<file path="config.mk">
export PLATFORM = sky130hd
export DESIGN_NAME = lsu_mem_initiator
export DESIGN_NICKNAME = d
export VERILOG_FILES = /design/src/rtl/lsu_pkg.sv /design/src/rtl/lsu_load_extend.sv /design/src/rtl/lsu_mem_initiator.sv
export SDC_FILE = /design/constraint.sdc
export NUM_CORES = 1
export LEC_CHECK = 0
export CAP_MARGIN = 10
export CORE_MARGIN = 4
export CORE_UTILIZATION = 56
export DETAILED_ROUTE_END_ITERATION = 6
export MAX_ROUTING_LAYER = met4
export PLACE_DENSITY = 0.9
export SLEW_MARGIN = 20
export SYNTH_ARGS = -nofsm -noshare
export SYNTH_HDL_FRONTEND = slang
export SYNTH_SLANG_ARGS = --single-unit
</file>
<file path="constraint.sdc">
create_clock -name clk -period 5.3 [get_ports clk]
set_input_delay 0.795 -clock clk [delete_from_list [all_inputs] [get_ports clk]]
set_output_delay 0.795 -clock clk [all_outputs]
set_load 0.005 [all_outputs]
</file>
<file path="src/rtl/lsu_pkg.sv">
// Shared definitions for the load/store initiator: width codes, FSM states,
// and small decode helpers used at request acceptance.
package lsu_pkg;

    localparam logic [2:0] F3_B  = 3'b000;
    localparam logic [2:0] F3_H  = 3'b001;
    localparam logic [2:0] F3_W  = 3'b010;
    localparam logic [2:0] F3_BU = 3'b100;
    localparam logic [2:0] F3_HU = 3'b101;

    typedef enum logic [1:0] {
        IDLE   = 2'd0,
        ACCESS = 2'd1,
        SPLIT  = 2'd2,
        RESP   = 2'd3
    } lsu_state_e;

    function automatic logic [2:0] bytes_for(input logic [2:0] funct3);
        logic [2:0] n;
        case (funct3[1:0])
            2'b00:   n = 3'd1;
            2'b01:   n = 3'd2;
            2'b10:   n = 3'd4;
            default: n = 3'd1;
        endcase
        return n;
    endfunction

    function automatic logic is_legal(input logic we, input logic [2:0] funct3);
        logic ok;
        if (we) begin
            ok = (funct3 == F3_B) || (funct3 == F3_H) || (funct3 == F3_W);
        end else begin
            ok = (funct3 != 3'b011) && (funct3 != 3'b110) && (funct3 != 3'b111);
        end
        return ok;
    endfunction

    function automatic logic is_aligned(input logic [2:0] funct3, input logic [1:0] lsb);
        logic ok;
        case (bytes_for(funct3))
            3'd2:    ok = (lsb[0] == 1'b0);
            3'd4:    ok = (lsb == 2'b00);
            default: ok = 1'b1;
        endcase
        return ok;
    endfunction

    function automatic logic [7:0] byte_of(input logic [31:0] word, input logic [1:0] idx);
        logic [7:0] b;
        case (idx)
            2'd0:    b = word[7:0];
            2'd1:    b = word[15:8];
            2'd2:    b = word[23:16];
            default: b = word[31:24];
        endcase
        return b;
    endfunction

endpackage

</file>
<file path="src/rtl/lsu_load_extend.sv">
// Sign/zero extension of a little-endian load value according to its width code.
module lsu_load_extend
    import lsu_pkg::*;
(
    input  logic [2:0]  funct3_i,
    input  logic [31:0] raw_i,
    output logic [31:0] ext_o
);

    // Select the extension rule for the width code; words pass through
    always_comb begin
        ext_o = raw_i;
        case (funct3_i)
            F3_B:    ext_o = {{24{raw_i[7]}}, raw_i[7:0]};
            F3_BU:   ext_o = {24'h000000, raw_i[7:0]};
            F3_H:    ext_o = {{16{raw_i[15]}}, raw_i[15:0]};
            F3_HU:   ext_o = {16'h0000, raw_i[15:0]};
            default: ext_o = raw_i;
        endcase
    end

endmodule

</file>
<file path="src/rtl/lsu_mem_initiator.sv">
// Load/store initiator: one request at a time, aligned accesses in one memory
// cycle, misaligned half/word split into byte accesses and reassembled.
module lsu_mem_initiator
    import lsu_pkg::*;
#(
    parameter int ADDR_W           = 8,
    parameter bit SPLIT_MISALIGNED = 1'b1
) (
    input  logic              clk,
    input  logic              rst_n,
    input  logic              req_valid,
    output logic              req_ready,
    input  logic              req_we,
    input  logic [2:0]        req_funct3,
    input  logic [ADDR_W-1:0] req_addr,
    input  logic [31:0]       req_wdata,
    output logic              rsp_valid,
    output logic [31:0]       rsp_rdata,
    output logic              rsp_fault,
    output logic              mem_read,
    output logic              mem_write,
    output logic [ADDR_W-1:0] mem_addr,
    output logic [31:0]       mem_wdata,
    output logic [2:0]        mem_funct3,
    input  logic [31:0]       mem_rdata
);

    lsu_state_e        state_q;
    logic              we_q;
    logic [2:0]        funct3_q;
    logic [ADDR_W-1:0] addr_q;
    logic [31:0]       wdata_q;
    logic [1:0]        idx_q;
    logic [31:0]       result_q;

    logic              req_ready_q;
    logic              rsp_valid_q;
    logic [31:0]       rsp_rdata_q;
    logic              rsp_fault_q;
    logic              mem_read_q;
    logic              mem_write_q;
    logic [ADDR_W-1:0] mem_addr_q;
    logic [31:0]       mem_wdata_q;
    logic [2:0]        mem_funct3_q;

    logic              hs_s;
    logic              legal_s;
    logic              aligned_s;
    logic              last_s;
    logic [1:0]        next_idx_s;
    logic [ADDR_W-1:0] split_addr_s;
    logic [7:0]        split_byte_s;
    logic [31:0]       assembled_s;
    logic [31:0]       extended_s;

    assign hs_s         = req_valid && req_ready_q;
    assign legal_s      = is_legal(req_we, req_funct3);
    assign aligned_s    = is_aligned(req_funct3, req_addr[1:0]);
    assign last_s       = ({1'b0, idx_q} == (bytes_for(funct3_q) - 3'd1));
    assign next_idx_s   = idx_q + 2'd1;
    assign split_addr_s = addr_q + ADDR_W'(next_idx_s);
    assign split_byte_s = byte_of(wdata_q, next_idx_s);

    // Merge the byte returned this split cycle into its lane of the result
    always_comb begin
        assembled_s = result_q;
        case (idx_q)
            2'd0:    assembled_s[7:0]   = mem_rdata[7:0];
            2'd1:    assembled_s[15:8]  = mem_rdata[7:0];
            2'd2:    assembled_s[23:16] = mem_rdata[7:0];
            default: assembled_s[31:24] = mem_rdata[7:0];
        endcase
    end

    lsu_load_extend u_extend (
        .funct3_i (funct3_q),
        .raw_i    (assembled_s),
        .ext_o    (extended_s)
    );

    // Request FSM with registered handshake, response and memory-port outputs
    always_ff @(posedge clk or negedge rst_n) begin
        if (!rst_n) begin
            state_q      <= IDLE;
            we_q         <= 1'b0;
            funct3_q     <= 3'b000;
            addr_q       <= '0;
            wdata_q      <= 32'h0000_0000;
            idx_q        <= 2'd0;
            result_q     <= 32'h0000_0000;
            req_ready_q  <= 1'b1;
            rsp_valid_q  <= 1'b0;
            rsp_rdata_q  <= 32'h0000_0000;
            rsp_fault_q  <= 1'b0;
            mem_read_q   <= 1'b0;
            mem_write_q  <= 1'b0;
            mem_addr_q   <= '0;
            mem_wdata_q  <= 32'h0000_0000;
            mem_funct3_q <= 3'b000;
        end else begin
            case (state_q)
                IDLE: begin
                    if (hs_s) begin
                        we_q        <= req_we;
                        funct3_q    <= req_funct3;
                        addr_q      <= req_addr;
                        wdata_q     <= req_wdata;
                        idx_q       <= 2'd0;
                        result_q    <= 32'h0000_0000;
                        req_ready_q <= 1'b0;
                        if (!legal_s || (!aligned_s && (SPLIT_MISALIGNED == 1'b0))) begin
                            state_q     <= RESP;
                            rsp_valid_q <= 1'b1;
                            rsp_fault_q <= 1'b1;
                            rsp_rdata_q <= 32'h0000_0000;
                        end else if (aligned_s) begin
                            state_q      <= ACCESS;
                            mem_read_q   <= !req_we;
                            mem_write_q  <= req_we;
                            mem_addr_q   <= req_addr;
                            mem_funct3_q <= req_funct3;
                            mem_wdata_q  <= req_wdata;
                        end else begin
                            state_q      <= SPLIT;
                            mem_read_q   <= !req_we;
                            mem_write_q  <= req_we;
                            mem_addr_q   <= req_addr;
                            mem_funct3_q <= req_we ? F3_B : F3_BU;
                            mem_wdata_q  <= req_we ? {24'h000000, req_wdata[7:0]} : 32'h0000_0000;
                        end
                    end else begin
                        state_q     <= IDLE;
                        req_ready_q <= 1'b1;
                    end
                end
                ACCESS: begin
                    result_q     <= we_q ? 32'h0000_0000 : mem_rdata;
                    rsp_rdata_q  <= we_q ? 32'h0000_0000 : mem_rdata;
                    rsp_valid_q  <= 1'b1;
                    rsp_fault_q  <= 1'b0;
                    mem_read_q   <= 1'b0;
                    mem_write_q  <= 1'b0;
                    mem_addr_q   <= '0;
                    mem_wdata_q  <= 32'h0000_0000;
                    mem_funct3_q <= 3'b000;
                    state_q      <= RESP;
                end
                SPLIT: begin
                    if (last_s) begin
                        result_q     <= we_q ? 32'h0000_0000 : extended_s;
                        rsp_rdata_q  <= we_q ? 32'h0000_0000 : extended_s;
                        rsp_valid_q  <= 1'b1;
                        rsp_fault_q  <= 1'b0;
                        mem_read_q   <= 1'b0;
                        mem_write_q  <= 1'b0;
                        mem_addr_q   <= '0;
                        mem_wdata_q  <= 32'h0000_0000;
                        mem_funct3_q <= 3'b000;
                        state_q      <= RESP;
                    end else begin
                        result_q    <= we_q ? 32'h0000_0000 : assembled_s;
                        idx_q       <= next_idx_s;
                        mem_addr_q  <= split_addr_s;
                        mem_wdata_q <= we_q ? {24'h000000, split_byte_s} : 32'h0000_0000;
                        state_q     <= SPLIT;
                    end
                end
                RESP: begin
                    rsp_valid_q <= 1'b0;
                    rsp_rdata_q <= 32'h0000_0000;
                    rsp_fault_q <= 1'b0;
                    req_ready_q <= 1'b1;
                    state_q     <= IDLE;
                end
                default: begin
                    state_q      <= IDLE;
                    req_ready_q  <= 1'b1;
                    rsp_valid_q  <= 1'b0;
                    rsp_rdata_q  <= 32'h0000_0000;
                    rsp_fault_q  <= 1'b0;
                    mem_read_q   <= 1'b0;
                    mem_write_q  <= 1'b0;
                    mem_addr_q   <= '0;
                    mem_wdata_q  <= 32'h0000_0000;
                    mem_funct3_q <= 3'b000;
                end
            endcase
        end
    end

    assign req_ready  = req_ready_q;
    assign rsp_valid  = rsp_valid_q;
    assign rsp_rdata  = rsp_rdata_q;
    assign rsp_fault  = rsp_fault_q;
    assign mem_read   = mem_read_q;
    assign mem_write  = mem_write_q;
    assign mem_addr   = mem_addr_q;
    assign mem_wdata  = mem_wdata_q;
    assign mem_funct3 = mem_funct3_q;

endmodule
</file>
# Yosys cells after proc, flatten, opt, wreduce, memory -nomap -nowiden
# Cells that the tools add are included.
dict set report word_totals {
  output_inout_bits 80
  in_bits 79
  ff_bits 160
  romBits 0
  n_memories 0
  latchBits 0
  wordCells 129
  ram_bits 0
}
dict set report op_classes {
  shift 0
  order_cmp 0
  div 0
  muxes 59
  n_addsub 3
  reduce_logical 23
  n_bitwise 1
  n_eq_ne 27
  mul 0
}
# op n
set op_table {}
lappend op_table {{$mux 32} 11}
lappend op_table {{$pmux 32 s4} 2}
lappend op_table {{$pmux 32 s3} 2}
lappend op_table {{$mux 8} 10}
lappend op_table {{$pmux 8 s3} 2}
lappend op_table {{$mux 3} 5}
lappend op_table {{$eq 2x2->1 const B} 6}
lappend op_table {{$pmux 3 s2} 2}
lappend op_table {{$mux 1} 11}
lappend op_table {{$eq 2x1->1 const B} 5}
lappend op_table {{$mux 2} 5}
lappend op_table {{$ne 2x2->1 const B} 5}
lappend op_table {{$eq 3x3->1 const B} 3}
lappend op_table {{$pmux 1 s3} 3}
lappend op_table {{$pmux 3 s3} 1}
lappend op_table {{$reduce_and 3->1} 3}
lappend op_table {{$add 8x2->8} 1}
lappend op_table {{$logic_not 2->1} 4}
lappend op_table {{$pmux 2 s4} 1}
lappend op_table {{$eq 3x1->1 const B} 2}
lappend op_table {{$eq 3x2->1 const B} 2}
lappend op_table {{$logic_not 3->1} 2}
lappend op_table {{$ne 3x3->1 const B} 2}
lappend op_table {{$pmux 1 s2} 2}
lappend op_table {{other kinds (16)} 21}

# Logic depth before layout (Yosys ltp)
# Gate-level depths: netlist of the first run.
dict set report depth {
  depth_word 8
  ltp_mapped 10
  mapped_depth_nobuf 8
}

# Modules after synthesis
# From an unflattened synthesis of the first run, not the netlist that was laid out.
dict set report hier_totals {
  cells_unflattened 889
  area_unflattened_um2 8520.7
}
# module cells_per_inst seq_area_each_um2 area_each_um2 n_inst
set by_module_without_submodules {}
lappend by_module_without_submodules {lsu_mem_initiator 822 4005.1 8165.3 1}
lappend by_module_without_submodules {lsu_load_extend 67 0.0 355.3 1}

# Worst setup path after synthesis of the first run
# OpenSTA, ideal clock, no wires.
dict set report synth_timing {
  path_type {flip-flop to flip-flop}
  start {reg idx_q[0]}
  end {reg result_q[21]}
  n_path_buf 2
  setup_slack_ps 2905
  setup_time_ps 126
  t_required_ps 5174
  synth_period_minus_slack_ps 2395
  path_stages_with_launch 9
  arrival_time_ps 2269
  path_cell_list {dfrtp_1 > inv_1 > ha_1 > clkbuf_1 > clkbuf_1 > mux2_2 > or2_2 > a21boi_0 > a221o_1}
}
dict set report synth_between {
  elab_chain_cells 6
  word_cells_on_any_way 12
  cone_classes {eq/ne: 3; mux: 8; reduce/logical: 1}
}
# element line_no
set synth_rtl {}
lappend synth_rtl {{from (decl)} lsu_mem_initiator.sv:33} ;# logic [1:0] idx_q;
lappend synth_rtl {{from (signal assigned)} lsu_mem_initiator.sv:162} ;# idx_q <= next_idx_s;
lappend synth_rtl {{$eq 2x2->1 (tied with other cells)} lsu_mem_initiator.sv:67} ;# case (idx_q)
lappend synth_rtl {{$mux 8} lsu_mem_initiator.sv:67}
lappend synth_rtl {{$pmux 32 s4} lsu_load_extend.sv:13} ;# case (funct3_i)
lappend synth_rtl {{$mux 32} lsu_mem_initiator.sv:150} ;# result_q <= we_q ? 32'h0000_0000 : extended_s;
lappend synth_rtl {{$mux 32 *} lsu_mem_initiator.sv:149} ;# if (last_s) begin
lappend synth_rtl {{$pmux 32 s3 *} lsu_mem_initiator.sv:101} ;# case (state_q)
lappend synth_rtl {{to (signal assigned)} lsu_mem_initiator.sv:137} ;# result_q <= we_q ? 32'h0000_0000 : mem_rdata;
lappend synth_rtl {{to (signal assigned)} lsu_mem_initiator.sv:150}
lappend synth_rtl {{to (signal assigned)} lsu_mem_initiator.sv:161} ;# result_q <= we_q ? 32'h0000_0000 : assembled_s;
lappend synth_rtl {{to (decl)} lsu_mem_initiator.sv:34} ;# logic [31:0] result_q;
# Every way passes the cells marked *; elsewhere a longest branch is shown, timed or not.
# A chain may end at the register's enable or synchronous reset.

# Final worst setup path of the first run
dict set report layout_timing {
  start {reg state_q[0]}
  end {reg result_q[18]}
}
dict set report layout_between {
  elab_chain_cells 3
  word_cells_on_any_way 7
  cone_classes {eq/ne: 3; mux: 1; reduce/logical: 3}
}
# element line_no
set layout_rtl {}
lappend layout_rtl {{from (decl)} lsu_mem_initiator.sv:28} ;# lsu_state_e state_q;
lappend layout_rtl {{from (signal assigned)} lsu_mem_initiator.sv:84} ;# state_q <= IDLE;
lappend layout_rtl {{from (signal assigned)} lsu_mem_initiator.sv:112} ;# state_q <= RESP;
lappend layout_rtl {{from (signal assigned)} lsu_mem_initiator.sv:117} ;# state_q <= ACCESS;
lappend layout_rtl {{$eq 2x2->1 (tied with other cells)} lsu_mem_initiator.sv:101}
lappend layout_rtl {{$reduce_bool 3->1 (no source line) or $ne 2x2->1 (tied branches)} n/a}
lappend layout_rtl {{$reduce_and 2->1 (no source line)} n/a}
# Parallel ways exist; a longest one is shown, timed or not.

==> results of run 1 <==
==> cell families after synthesis <==
kind of cell / after synthesis / synth area share, %
AOI/OAI and AO/OA: 240 / 21.1
xor gates and xnor gates: 8 / 0.872
adders and majority gates: 26 / 4.14
buffers and inverters: 69 / 3.65
DFF: 160 / 49.9
muxes: 70 / 9.64
and+or+nand+nor: 193 / 10.7
==> per-layer routing <==
metal	GRT usage [%]	part of all wire [%]
met1	38.3	42
met2	43.5	47
met3	4.71	7.5
met4	10.7	3.0
met5	-	0
==> flip-flops by register name, summed over array words and instances, names as in the netlist, 2 cells and up <==
signal	flops
mem_addr	8
result_q	32
state_q	2
mem_wdata	32
rsp_rdata	32
idx_q	2
mem_funct3	3
wdata_q	32
addr_q	8
funct3_q	3
==> worst register-to-register path, cell delays in order, from the launching register on <==
cell and delay (ns):
dfrtp_1 0.37, inv_1 0.10, ha_1 0.73, and4_1 0.84, nand3_1 0.69, a21boi_0 0.41, a221o_1 0.15
==> power breakdown <==
group | switching, mW | total [mW] | internal (mW)
clock | 0.531 | 1.21 | 0.680
sequential | 0.313 | 2.03 | 1.72
combinational | 1.80 | 3.18 | 1.38
==> how the worst min path moves through the flow <==
stage / slack (ns) / start / to
2_1_floorplan: 0.45 / result_q[0]$_DFFE_PN0P_ / result_q[0]$_DFFE_PN0P_
3_3_place_gp: 0.46 / mem_wdata[3]$_DFFE_PN0P_ / mem_wdata[3]$_DFFE_PN0P_
3_5_place_dp: 0.47 / rsp_rdata[4]$_DFFE_PN0P_ / rsp_rdata[4]$_DFFE_PN0P_
4_1_cts: 0.32 / rst_n / mem_wdata[14]$_DFFE_PN0P_
5_1_grt: 0.34 / rst_n / mem_wdata[22]$_DFFE_PN0P_
6_report: 0.30 / rst_n / mem_wdata[22]$_DFFE_PN0P_
==> layout make-up <==
class	instances	share of cell area (%)
clock buffer	19	4.42
clock inverter	13	1.25
inverter	15	0.550
multi-input combinational	537	36.5
sequential	160	39.1
tap	180	2.20
timing repair buffer	165	16.0
==> cells in the mapped netlist, types with 2 or more instances <==
cell type / instances / share of area, %
o21a_1: 2 / 0.19
buf_2: 6 / 0.37
ha_1: 25 / 3.9
buf_6: 3 / 0.42
o211ai_1: 2 / 0.19
and3_1: 3 / 0.23
inv_1: 15 / 0.70
a221o_1: 23 / 2.9
mux2i_1: 11 / 1.4
a21boi_0: 16 / 1.5
xor2_1: 6 / 0.65
nor2_1: 13 / 0.61
mux2_2: 59 / 8.3
or2_2: 16 / 1.2
dfrtp_1: 159 / 50
a32oi_1: 9 / 0.98
o31ai_1: 4 / 0.37
o21ai_0: 62 / 3.9
nor3_1: 6 / 0.37
nand2_1: 109 / 5.1
o21ai_1: 21 / 1.3
a21o_1: 2 / 0.19
a22oi_1: 33 / 3.1
nand3_1: 30 / 1.9
nor2b_1: 6 / 0.47
a21oi_1: 15 / 0.93
xnor2_1: 2 / 0.22
clkbuf_1: 40 / 1.9
a222oi_1: 8 / 1.0
buf_1: 4 / 0.19
nand2b_1: 5 / 0.39
a22o_1: 34 / 3.7
==> flow_summary.ini, run 1 <==
[global_route]
overflow = 0
grt_pass1_vias = 6738
grt_usage_pct = 28.4
grt_max_degree = 58
grt_pass1_wl_um = 35700
antenna_found_initial = 0

[setup_path]
critPathTopFamily = simple AND/OR/NAND/NOR gates
critPathKind = flop to flop
cp.arrival_ns = 3.72
r2r_cells = 6
cpPeakStageDelay_ns = 0.84
cp_max_fo = 20
r2r_end = result_q[18]$_DFFE_PN0P_
crit_cells = 6
cp.buffers_inverters = 1
required_ns = 5.67
worst_setup_path_end_kind = flop
path_cells = inv_1 > ha_1 > and4_1 > nand3_1 > a21boi_0 > a221o_1
cpMaxStageDelayCell = and4_1
rrSetupSlack_ns = 1.95
r2r-start = state_q[0]$_DFF_PN0_
start_kind = flop
endpoint = result_q[18]$_DFFE_PN0P_
setup.worst_path.start = state_q[0]$_DFF_PN0_

[detailed_routing]
vias = 6871
route.detailed.drc = 0
avgRoutedWirePerCell_um = 20.5
dr.pass1.iters = 6
drt_iter0_drc = 851
vias_per_cell = 6.31
detail_route.wirelength_um = 22300
antenna_left = 0

[flow_run]
cap_violations = 0

[finish]
areaGrowthSynthToFinish_pct = 27.6
fill_cells = 929
final_util_pct = 73.2
final_cell_mix = dfrtp_1, clkdlybuf4s50_1, nand2_1, o21ai_0, mux2_2
num_antenna_cells = 0
final_nets = 1001
regArea_sq_um = 4010
multiInputGateArea_sq_um = 3740
postLayoutCellArea_sq_um = 10200
drive_gt1_share_pct = 13.4
final_common_cell = dfrtp_1
layout.cells.non_filler = 1089

[die]
dieArea_sq_um = 16300
boundaryPins = 159
die_h_um = 128
start_util_pct = 57.4
dieWidth_um = 128
rows = 43
core_sq_um = 14000

[placed_design]
port_buffers = 158
place_ws_ns = 1.89
dpl-instance-area_sq_um = 9660
dpl.hpwl_um = 14800
place.gp.congestion = 0.859
place_inst = 1057

[power_and_ir_drop]
vdd_drop_max_mv = 0.417
power.total_mw = 6.42
p_leak_nw = 4.41
power_density_nw_per_um2 = 627

[clock_network]
clockBufferDepth = 2
cts_hold_buffers = 0
cts_max_level = 4
cts.sinks = 160
root_buffer = clkbuf_16
clock_latency_ns = 0.44
cts_tree = yes
postCtsSetupBuffers = 0
tritoncts.num_buffers = 17
cts_resized = 0
path_clk_slew_ns = 0.07

[timing]
fin_tns_setup_ns = 0
hold_slack_ns = 0.304
maxSlewHeadroom_pct = 31.2
skew_ns = 0.00753
fin_crit_sh_pct = 63.1
fmax_mhz = 299
finalHoldViolCount = 0
fin_crit_ns = 3.35
report.final.slew_viol_count = 0
timing.final.ws_setup_ns = 1.95
rsz0062_at_grt = no
setup_viol = 0
worstMarginPinSlew_ns = 1.03

[synthesis]
synth_nets = 871
avgSynthCellArea_sq_um = 10.5
ys_seq_elements = 160
synthCells = 766
yosysWarnings = 0
yosysSeqAreaShare_pct = 49.9
yosysUniqueCellTypes = 49
synth_edf_count = 0
yosys_most_used_dff = dfrtp_1
async_flop_share_pct = 100
synthesis.area_sq_um = 8030

[outcome]
status = finished clean

[min_path]
hold_class = input port to async pin
Power figures use the tool's default switching activity.
==> run 2, diff against run 1 <==
- CORE_UTILIZATION: 56 -> 52
- PLACE_DENSITY: 0.9 -> 0.84
- clock period: 5.3 -> 3.26 ns (I/O delays scaled with it)
==> run 2 against run 1 <==
  * Wire length down 3.2%
  * Critical path depth rose by 1
  * Total power up 63%
  * Design area is 0.90% higher
  * Register-to-register slack worse by 1.4 ns
  * Core utilization decreased by 5.0 points
  * Sequential power increased by 62%
  * Die area grew 7.2%
  * Non-clock buffer count is 10 higher
  * Flip-flop and latch count did not move
  * Largest power group unchanged
==> flow_summary.ini, run 2 (synthesized netlist as in run 1, its figures left out) <==
[global_route]
overflow = 0
grt_max_degree = 87
grt_pass1_vias = 6834
grt_pass1_wl_um = 35400
antenna_found_initial = 0
grt_usage_pct = 25.8

[finish]
num_antenna_cells = 0
final_util_pct = 68.3
final_cell_mix = dfrtp_1, clkdlybuf4s50_1, nand2_1, o21ai_0, mux2_2
final_nets = 1011
postLayoutCellArea_sq_um = 10300
layout.cells.non_filler = 1107
areaGrowthSynthToFinish_pct = 28.7
final_common_cell = dfrtp_1
drive_gt1_share_pct = 14.3

[detailed_routing]
avgRoutedWirePerCell_um = 19.5
antenna_left = 0
route.detailed.drc = 0
vias_per_cell = 6.05
vias = 6696
drt_iter0_drc = 578
dr.pass1.iters = 5
detail_route.wirelength_um = 21600

[die]
start_util_pct = 53.0
core_sq_um = 15100
boundaryPins = 159
dieWidth_um = 132
dieArea_sq_um = 17500
rows = 45
die_h_um = 132

[timing]
fin_tns_setup_ns = 0
fmax_mhz = 372
timing.final.ws_setup_ns = 0.573
maxSlewHeadroom_pct = 28.1
setup_viol = 0
finalHoldViolCount = 0
worstMarginPinSlew_ns = 1.08
fin_crit_sh_pct = 82.4
rsz0062_at_grt = no
hold_slack_ns = 0.114
fin_crit_ns = 2.69
skew_ns = 0.00817
report.final.slew_viol_count = 0

[clock_network]
tritoncts.num_buffers = 17
clockBufferDepth = 2
clock_latency_ns = 0.43
root_buffer = clkbuf_16
cts_tree = yes
path_clk_slew_ns = 0.07
cts_max_level = 4
cts_hold_buffers = 0
cts_resized = 0
postCtsSetupBuffers = 0
cts.sinks = 160

[outcome]
status = finished clean

[placed_design]
dpl-instance-area_sq_um = 9770
place_ws_ns = 0.266
place.gp.congestion = 0.892
place_inst = 1075
port_buffers = 158
dpl.hpwl_um = 15100

[power_and_ir_drop]
p_leak_nw = 4.46
power.total_mw = 10.5
power_density_nw_per_um2 = 1010
vdd_drop_max_mv = 0.675

[min_path]
hold_class = input port to async pin

[setup_path]
cp.arrival_ns = 3.00
start_kind = flop
worst_setup_path_end_kind = flop
cp_max_fo = 15
required_ns = 3.57
setup.worst_path.start = idx_q[1]$_DFFE_PN0P_
critPathKind = flop to flop
r2r-start = idx_q[1]$_DFFE_PN0P_

[flow_run]
cap_violations = 0
[run 2: cell count changes in the layout (fill, tap and decap cells not counted), moves of 2 or more]
cell,before,now
buf_12,0,2
buf_4,7,15
clkbuf_8,2,0
clkinv_2,2,0
inv_6,4,6
inv_8,1,3
[run 2: area by class of cell]
type                            count  area [sq um]
Timing Repair Buffer              175          1740
Sequential cell                   160          4010
Inverter                           15          56.3
Fill cell                        1113          4810
Multi-Input combinational cell    537          3740
Clock inverter                     15           143
Tap cell                          188           235
Clock buffer                       17           425
[run 2: final timing paths]
path / endpoint / cells past startpoint / slack, ns
worst max-delay path: result_q[21]$_DFFE_PN0P_ / 7 / 0.57
min in group clk: mem_read$_DFFE_PN0P_ / 2 / 0.48
worst max register to register: result_q[21]$_DFFE_PN0P_ / 7 / 0.57
worst min register to register: mem_read$_DFFE_PN0P_ / 2 / 0.48
max in group asynchronous: result_q[15]$_DFFE_PN0P_ / 2 / 2.19
worst min-delay path: mem_wdata[4]$_DFFE_PN0P_ / 1 / 0.11
[run 2: per-layer routing]
metal | vias to the layer above | wire length [um] | global-route usage (%) | share of wire [%]
met3 | 43 | 1370 | 5.65 | 6.3
met5 | - | 0 | - | 0
li1 | 3088 | - | - | -
met2 | 278 | 10500 | 40.5 | 49
met4 | 0 | 540 | 9.58 | 2.5
met1 | 3287 | 9180 | 33.0 | 42
[run 2: power breakdown]
group | internal [mW] | switching, mW | total, mW | leakage (nW)
Clock | 1.01 | 0.902 | 1.91 | 0.270
Combinational | 2.38 | 2.88 | 5.26 | 2.10
Sequential | 2.79 | 0.498 | 3.29 | 2.09
Total | 6.18 | 4.28 | 10.5 | 4.46
[run 2: critical path, stage by stage (launching register included)]
cell,delay (ns)
dfrtp_1,0.45
inv_1,0.19
ha_1,0.24
mux2i_1,0.39
o221ai_1,0.26
nand3_1,0.50
a21boi_0,0.24
a221o_1,0.31
